<file path="src/rtl/seq_gen_10010.sv">
// -----------------------------------------------------------------------------
// seq_gen_10010
//   Serial pattern transmitter feeding the 10010 sequence-detector link.
//   On an accepted start the block sends PATTERN MSB-first, one bit per
//   accepted beat, repeated 'burst' times. Repetitions either share an
//   overlapping prefix/suffix (GAP_LEN == 0, first OVL_LEN bits skipped on
//   repeats 2..N) or are separated by GAP_LEN idle cycles (full pattern each time).
//
// Parameters
//   PAT_LEN  pattern length in bits (2..32)
//   PATTERN  bit pattern, bit PAT_LEN-1 is sent first
//   OVL_LEN  leading bits skipped on repetitions 2..N when GAP_LEN == 0
//   GAP_LEN  idle cycles between repetitions (0..255); >0 disables overlap
//
// Ports
//   clk        clock
//   rst        synchronous reset, active-high
//   start      launch request, only looked at in IDLE
//   burst[7:0] repetition count, latched on an accepted start (0 = ignore start)
//   abort      cancel the current transfer (SEND/GAP/DONE -> IDLE)
//   dout       serial data bit
//   dout_vld   dout valid
//   dout_rdy   downstream accepts dout this cycle
//   busy       high from the cycle after an accepted start until back in IDLE
//   done       one-cycle pulse after the last bit of the last repetition
//   state_dbg  current FSM state (debug visibility)
//   pat_cnt    completed-repetition counter, saturating; present only when
//              the macro SEQ_GEN_PAT_CNT_EN is defined
//
// Handshake: a beat happens on a cycle where dout_vld && dout_rdy. While
// dout_vld is high and dout_rdy is low, dout and dout_vld are held unchanged,
// so no bit is lost or repeated. dout_vld never drops without a beat except
// on abort or reset.
// -----------------------------------------------------------------------------
module seq_gen_10010 #(
  parameter int                 PAT_LEN = 5,
  parameter logic [PAT_LEN-1:0] PATTERN = 5'b10010,
  parameter int                 OVL_LEN = 2,
  parameter int                 GAP_LEN = 0
) (
  input  logic       clk,
  input  logic       rst,
  input  logic       start,
  input  logic [7:0] burst,
  input  logic       abort,
  output logic       dout,
  output logic       dout_vld,
  input  logic       dout_rdy,
  output logic       busy,
  output logic       done,
  output logic [1:0] state_dbg
`ifdef SEQ_GEN_PAT_CNT_EN
  ,
  output logic [15:0] pat_cnt
`endif
);

  typedef enum logic [1:0] {
    S_IDLE = 2'd0,
    S_SEND = 2'd1,
    S_GAP  = 2'd2,
    S_DONE = 2'd3
  } state_t;

  // Pattern widened to 32 bits so a 5-bit index always fits exactly.
  localparam logic [31:0] PAT32   = 32'(PATTERN);
  localparam logic [4:0]  IDX_TOP = 5'(PAT_LEN - 1);
  localparam logic [4:0]  IDX_OVL = 5'(PAT_LEN - 1 - OVL_LEN);
  localparam logic [7:0]  GAP_TOP = 8'(GAP_LEN - 1);

  state_t     state, state_nxt;
  logic [4:0] idx, idx_nxt;       // bit index currently (or about to be) presented
  logic [7:0] rep, rep_nxt;       // repetitions still to send, including current
  logic [7:0] gap_cnt, gap_nxt;   // remaining idle cycles minus one
  logic       dout_nxt, vld_nxt, busy_nxt, done_nxt;
  logic       beat;

  assign beat      = dout_vld && dout_rdy;
  assign state_dbg = state;

  always_comb begin
    state_nxt = state;
    idx_nxt   = idx;
    rep_nxt   = rep;
    gap_nxt   = gap_cnt;
    dout_nxt  = dout;
    vld_nxt   = dout_vld;
    busy_nxt  = busy;
    done_nxt  = 1'b0;

    case (state)
      S_IDLE: begin
        dout_nxt = 1'b0;
        vld_nxt  = 1'b0;
        busy_nxt = 1'b0;
        // abort outranks start even here; burst == 0 is a no-op request
        if (start && (burst != 8'd0) && !abort) begin
          state_nxt = S_SEND;
          idx_nxt   = IDX_TOP;
          rep_nxt   = burst;
          busy_nxt  = 1'b1;
        end
      end

      S_SEND: begin
        if (abort) begin
          state_nxt = S_IDLE;
          dout_nxt  = 1'b0;
          vld_nxt   = 1'b0;
          busy_nxt  = 1'b0;
        end else if (!dout_vld) begin
          // First cycle after start: present the first bit (one-cycle latency).
          dout_nxt = PAT32[idx];
          vld_nxt  = 1'b1;
        end else if (beat) begin
          if (idx == 5'd0) begin
            if (rep == 8'd1) begin
              state_nxt = S_DONE;
              dout_nxt  = 1'b0;
              vld_nxt   = 1'b0;
              busy_nxt  = 1'b0;
              done_nxt  = 1'b1;
            end else begin
              rep_nxt = rep - 8'd1;
              if (GAP_LEN == 0) begin
                // Overlapped repeat: jump past the shared prefix, no bubble.
                idx_nxt  = IDX_OVL;
                dout_nxt = PAT32[IDX_OVL];
              end else begin
                state_nxt = S_GAP;
                idx_nxt   = IDX_TOP;
                gap_nxt   = GAP_TOP;
                dout_nxt  = 1'b0;
                vld_nxt   = 1'b0;
              end
            end
          end else begin
            idx_nxt  = idx - 5'd1;
            dout_nxt = PAT32[idx - 5'd1];
          end
        end
      end

      S_GAP: begin
        if (abort) begin
          state_nxt = S_IDLE;
          dout_nxt  = 1'b0;
          vld_nxt   = 1'b0;
          busy_nxt  = 1'b0;
        end else if (gap_cnt == 8'd0) begin
          // Load the first bit on the last idle cycle so the gap is exactly GAP_LEN.
          state_nxt = S_SEND;
          dout_nxt  = PAT32[idx];
          vld_nxt   = 1'b1;
        end else begin
          gap_nxt = gap_cnt - 8'd1;
        end
      end

      S_DONE: begin
        // done is high for this single cycle; abort leads to the same place.
        state_nxt = S_IDLE;
        dout_nxt  = 1'b0;
        vld_nxt   = 1'b0;
        busy_nxt  = 1'b0;
      end

      default: begin
        state_nxt = S_IDLE;
        dout_nxt  = 1'b0;
        vld_nxt   = 1'b0;
        busy_nxt  = 1'b0;
      end
    endcase
  end

  always_ff @(posedge clk) begin
    if (rst) begin
      state    <= S_IDLE;
      idx      <= IDX_TOP;
      rep      <= 8'd0;
      gap_cnt  <= 8'd0;
      dout     <= 1'b0;
      dout_vld <= 1'b0;
      busy     <= 1'b0;
      done     <= 1'b0;
    end else begin
      state    <= state_nxt;
      idx      <= idx_nxt;
      rep      <= rep_nxt;
      gap_cnt  <= gap_nxt;
      dout     <= dout_nxt;
      dout_vld <= vld_nxt;
      busy     <= busy_nxt;
      done     <= done_nxt;
    end
  end

`ifdef SEQ_GEN_PAT_CNT_EN
  // A repetition completes on the beat of bit 0; abort suppresses that beat.
  logic rep_done;
  assign rep_done = (state == S_SEND) && !abort && beat && (idx == 5'd0);

  always_ff @(posedge clk) begin
    if (rst) begin
      pat_cnt <= 16'd0;
    end else if (rep_done && (pat_cnt != 16'hFFFF)) begin
      pat_cnt <= pat_cnt + 16'd1;
    end
  end
`endif

endmodule

</file>
<file path="config.mk">
export PLATFORM = sky130hd
export DESIGN_NAME = seq_gen_10010
export DESIGN_NICKNAME = d
export VERILOG_FILES = /design/src/rtl/seq_gen_10010.sv
export SDC_FILE = /design/constraint.sdc
export NUM_CORES = 1
export LEC_CHECK = 0
export ABC_CLOCK_PERIOD_IN_PS = 2300
export CORE_UTILIZATION = 50
export CTS_CLUSTER_DIAMETER = 50
export DETAILED_ROUTE_END_ITERATION = 7
export GPL_TIMING_DRIVEN = 0
export PLACE_DENSITY = 0.82
export SKIP_CTS_REPAIR_TIMING = 1
export SYNTH_ARGS = -nofsm -noshare
export SYNTH_HDL_FRONTEND = slang
export SYNTH_SLANG_ARGS = --single-unit
export TNS_END_PERCENT = 1
</file>
<file path="constraint.sdc">
create_clock -name clk -period 2.3 [get_ports clk]
set_input_delay 0.69 -clock clk [delete_from_list [all_inputs] [get_ports clk]]
set_output_delay 0.69 -clock clk [all_outputs]
set_load 0.02 [all_outputs]
</file>
=== Word-level counts from Yosys, hierarchy flattened ===
Memory sizes are Yosys's and may differ from the RTL's. A register that Yosys moved wholly into a read port is not among the register bits.
Index checks and enable logic that the tools add are counted.

* Output and inout bits: 6
* Bits in writable memories: 0
* Bits in latches: 0
* Memories: 2
* Flip-flop bits (word level): 27
* Memory bits (read-only): 64

{| class="wikitable"
|+ Memory list
! name !! words !! width !! read ports !! clocked after Yosys merged registers in !! wr ports !! line !! RTL
|-
| (no name shown) || 32 || 1 || 1 || 1 || 0 || 153 || <nowiki>dout_nxt = PAT32[idx];</nowiki>
|-
| (no name shown) || 32 || 1 || 1 || 0 || 0 || 139 || <nowiki>dout_nxt = PAT32[idx - 5'd1];</nowiki>
|}

* Equality and inequality tests: 18
* Shifts and indexed selects: 0
* $add $sub $neg: 3
* Bitwise gates (word level): 6
* Divide/modulo/power cells: 0
* Magnitude comparators: 2
* Reductions and logical operators: 17
* Multiplexer cells: 51
* Multiply operators: 0

{| class="wikitable"
|+ Operators with widths
! cell !! count
|-
| $mux 8 || 6
|-
| $mux 5 || 8
|-
| $mux 1 || 23
|-
| $ne 3x3->1 const B || 6
|-
| $mux 2 || 8
|-
| $pmux 8 s2 || 1
|-
| $sub 8x1->8 const B || 2
|-
| $ne 2x2->1 const B || 7
|-
| $lt 5x6->1 const B || 2
|-
| $reduce_and 6->1 || 2
|-
| $pmux 5 s2 || 1
|-
| $eq 8x1->1 const B || 1
|-
| $logic_not 8->1 || 1
|-
| $pmux 2 s4 || 1
|-
| $reduce_bool 8->1 || 1
|-
| $reduce_and 7->1 || 1
|-
| $not 1->1 || 6
|-
| $pmux 1 s3 || 2
|-
| $reduce_or 6->1 || 1
|-
| $logic_not 5->1 || 1
|-
| $reduce_and 5->1 || 1
|-
| $sub 5x1->5 const B || 1
|-
| $eq 2x2->1 const B || 2
|-
| $ne 4x4->1 const B || 1
|-
| other kinds (9) || 11
|}

=== Longest topological paths before layout ===
* Depth after elaboration: 9
* Gate-level depth with buffers: 10
* Mapped depth without buffers: 7

=== Worst setup path before layout ===
OpenSTA, ideal clock, no wires.

* Path type: register -> register
* From: reg idx[0]
* To: reg rep[3]
* Arrival time: 2.184 ns
* Path slack: -0.016 ns
* Setup time: 0.132 ns
* Clock period less this slack: 2.316 ns
* Cell stages (with the launch flop): 11
* Path buffers: 3
* Cells stage by stage: dfxtp_1 > clkbuf_1 > inv_1 > ha_1 > buf_2 > or4b_1 > buf_2 > a211o_4 > o31a_1 > o21ai_1 > a21oi_1

* Longest elaborated chain between the ends: 3

{| class="wikitable"
|+ Ends and longest elaborated chain
! what !! line !! RTL
|-
| start, declared || 72 || <nowiki>logic [4:0] idx, idx_nxt;</nowiki>
|-
| start signal, assigned || 189 || <nowiki>idx <= idx_nxt;</nowiki>
|-
| $logic_not 5->1 || 116 || <nowiki>if (idx == 5'd0) begin</nowiki>
|-
| $ne 2x2->1 (no source line) || -- ||
|-
| $reduce_and 7->1 (no source line) || -- ||
|-
| end signal, assigned || 190 || <nowiki>rep <= rep_nxt;</nowiki>
|-
| end, declared || 73 || <nowiki>logic [7:0] rep, rep_nxt;</nowiki>
|}

No other way between the ends.
A chain may end at the register's enable or synchronous reset.

=== Final worst setup path ===
* From: reg idx[1]
* To: reg rep[5]

The elaborated chain is that of the path after synthesis.

==> metrics.txt <==
Bufs and invs on worst path=4; Worst EP required=~2.6 ns; hold depth=2; Final period util=0.993; Worst path max stage delay=about 0.46 ns; Post-Syn Area=around 1800 um^2; Routed WL per cell=14.9 um; WL met2=2.02 mm; RSZ-0062 raised after global routing=yes; Vias=1718; switching power=approximately 0.28 mW; Antenna diodes=0; YS warnings=0; Die Y-Extent=~61 um; GRT Util Overall=0.247; RePlAce Congestion=approximately 0.91; WL met3=between 150 and 200 um; Syn Nets=about 240; Tmin final=~2.3 ns; hold_ws=roughly 0.47 ns; Mapped Cells=222; FP Rows=21; iteration-0 DRC count of the detailed router=around 130; Min-Delay Path Class=flip-flop to flip-flop; CTS Buf Count=3; Die W=61.3 um; total die area=3760 um^2; critical path depth=10; status=completed; Clock Sinks=28; worst-path cell chain=inv_1 > ha_2 > buf_6 > or4b_4 > buf_6 > a211o_4 > a22oi_4 > buf_4 > nand2_1 > a21oi_1; Post-DP HPWL=roughly 3 mm; pin count of the biggest net entering global routing=17; Worst Setup Start Kind=flip-flop; distinct cell type count of the synthesized netlist=50; First-pass DRT Iterations=4; worst-case clock skew=around 0.0063 ns; drt via density=a little under 6; Avg Cell Area, Syn=between 7 and 8 um^2; fmax=roughly 0.44 GHz; Setup TNS=0 ns; DR top layer=met4; Core Box Area=~3400 um^2; CP Capture Type=flip-flop; clk buf depth=2; overall power=1.05 mW; Flop pwr share=0.491; VDD IR max=~0.00032 V; CTS root buf=clkbuf_4; most common cell after layout, fill and taps aside=dfxtp_1; H-Tree Depth=1; FF+latch count, synth=28; Clock Latency Late Sink=between 0.3 and 0.4 ns; initial antenna violation count=0; Worst Path Arrival=approximately 2.6 ns; nets=about 270; internal power=around 0.76 mW; Gate power share=0.191; wire length on met1=between 2 and 2.5 mm; most frequent cells in the layout=25 x dfxtp_1, 22 x nor2_1, 20 x nand2_1; initial core utilization=0.523; Post-synth EDFFs=0; Most Frequent Cell on Critical Path=buf_6; first-pass GRT wire length=a little under 7 mm; ys flop type=dfxtp_1; number of max-cap violations=0; clk slew on worst S/H paths=about 0.15 ns; pwr/cell area=between 400 and 500 nW/um^2; register area=approximately 570 um^2; relative slew slack=0.442; Layout Utilization=0.628; Final Setup Violations=0; vias in the first global route=approximately 1500; FILL cells=between 300 and 400; WL final=between 4 and 5 mm; I/O pins=19; worst slew pin tran=0.829 ns; FFs w/ async S/R, synth=0; Pleak=between 0.7 and 0.8 nW; multi-input logic area=between 1000 and 1500 um^2; gr ovfl total=0; Seq/Total Area, Yosys=0.319; family with the most delay on the worst path=compound AO/OA/AOI/OAI gates; Final Slew Violations=0; Final ANT Viol Nets=0; switching fraction of total power=0.272; DRC Markers=0; clock share of power=0.318; Area Growth Syn to Fin=20.1%; kind of critical path=flip-flop to flip-flop; slowest CP cell=or4b_4; CTS tree=yes; Worst Path Max Fanout=9; final hold viol count=0; I/O Buffers=16; share of cells above drive strength 1=0.111; FF-to-FF path depth=10
==> Yosys cell counts, drive strengths merged (3+ instances only) <==
| cell | n | area share |
|---|---|---|
| inv | 12 | 0.026 |
| o21ai | 17 | 0.048 |
| nor4 | 7 | 0.025 |
| dfxtp | 28 | 0.32 |
| nand2 | 20 | 0.043 |
| a211oi | 3 | 0.013 |
| nor3 | 7 | 0.020 |
| and3 | 3 | 0.011 |
| clkbuf | 10 | 0.021 |
| nor2 | 22 | 0.047 |
| xor2 | 4 | 0.020 |
| nand3 | 7 | 0.020 |
| ha | 7 | 0.050 |
| nand2b | 5 | 0.018 |
| a21oi | 17 | 0.048 |
| xnor2 | 6 | 0.030 |
| buf | 3 | 0.012 |
| mux2i | 3 | 0.017 |
| nor4b | 3 | 0.015 |
==> cell families after synthesis <==
| logic type | Yosys count | synth area share |
|---|---|---|
| flops | 28 | 0.319 |
| buf+inv | 25 | 0.0590 |
| compound gates | 62 | 0.252 |
| fa+ha+maj | 7 | 0.0498 |
| simple gates | 86 | 0.248 |
| mux | 4 | 0.0235 |
| xor+xnor | 10 | 0.0498 |
==> power groups by stage <==
stage | logic, mW | clock network [mW] | registers [mW]
6_report | 0.200 | 0.333 | 0.514
5_1_grt | 0.218 | 0.358 | 0.516
4_1_cts | 0.179 | 0.336 | 0.515
3_5_place_dp | 0.178 | 0 | 0.525
3_3_place_gp | 0.176 | 0 | 0.525
2_1_floorplan | 0.122 | 0 | 0.525
==> final timing paths <==
check,start,to,slack (ns)
max,idx[1],rep[5],0.02
min reg2reg,busy,busy,0.47
max reg2reg,idx[1],rep[5],0.02
min,busy,busy,0.47
==> stage by stage <==
step | instances | cell area, um^2 | setup slack (ns)
final | 290 | 2110 | 0.0172
after global placement | 284 | 1980 | -0.460
after detailed placement | 284 | 1980 | -0.484
after global routing | 290 | 2110 | -0.0937
after floorplan | 222 | 1760 | 0.0120
after CTS | 288 | 2030 | -0.237
==> per-layer routing <==
metal  vias up  GRT usage
met5         -          0
met4         0     0.0942
met3         7     0.0294
met2        56      0.404
met1       801      0.335
li1        854          -
==> worst reg2reg max path, delay by kind of cell (launching register included) <==
| family | cells | cell delay (ns) |
|---|---|---|
| compound gates | 3 | 0.70 |
| simple gates | 2 | 0.50 |
| buf+inv | 4 | 0.49 |
| flops | 1 | 0.37 |
| fa+ha+maj | 1 | 0.17 |
==> layout make-up <==
type | instances | area share
inverters | 12 | 0.0213
well taps | 46 | 0.0272
multi-input cells | 169 | 0.537
repair buffers | 20 | 0.0900
clock buffers | 3 | 0.0107
flip-flops and latches | 28 | 0.269
plain buffers | 11 | 0.0302
clock inverters | 1 | 0.0142
==> registers in the layout (all words and copies together) (netlist names), named ones only <==
name       cells
busy           1
idx            5
done           1
state_dbg      2
gap_cnt        8
rep            8
dout           1
dout_vld       1
(Power assumes the default switching activity.)
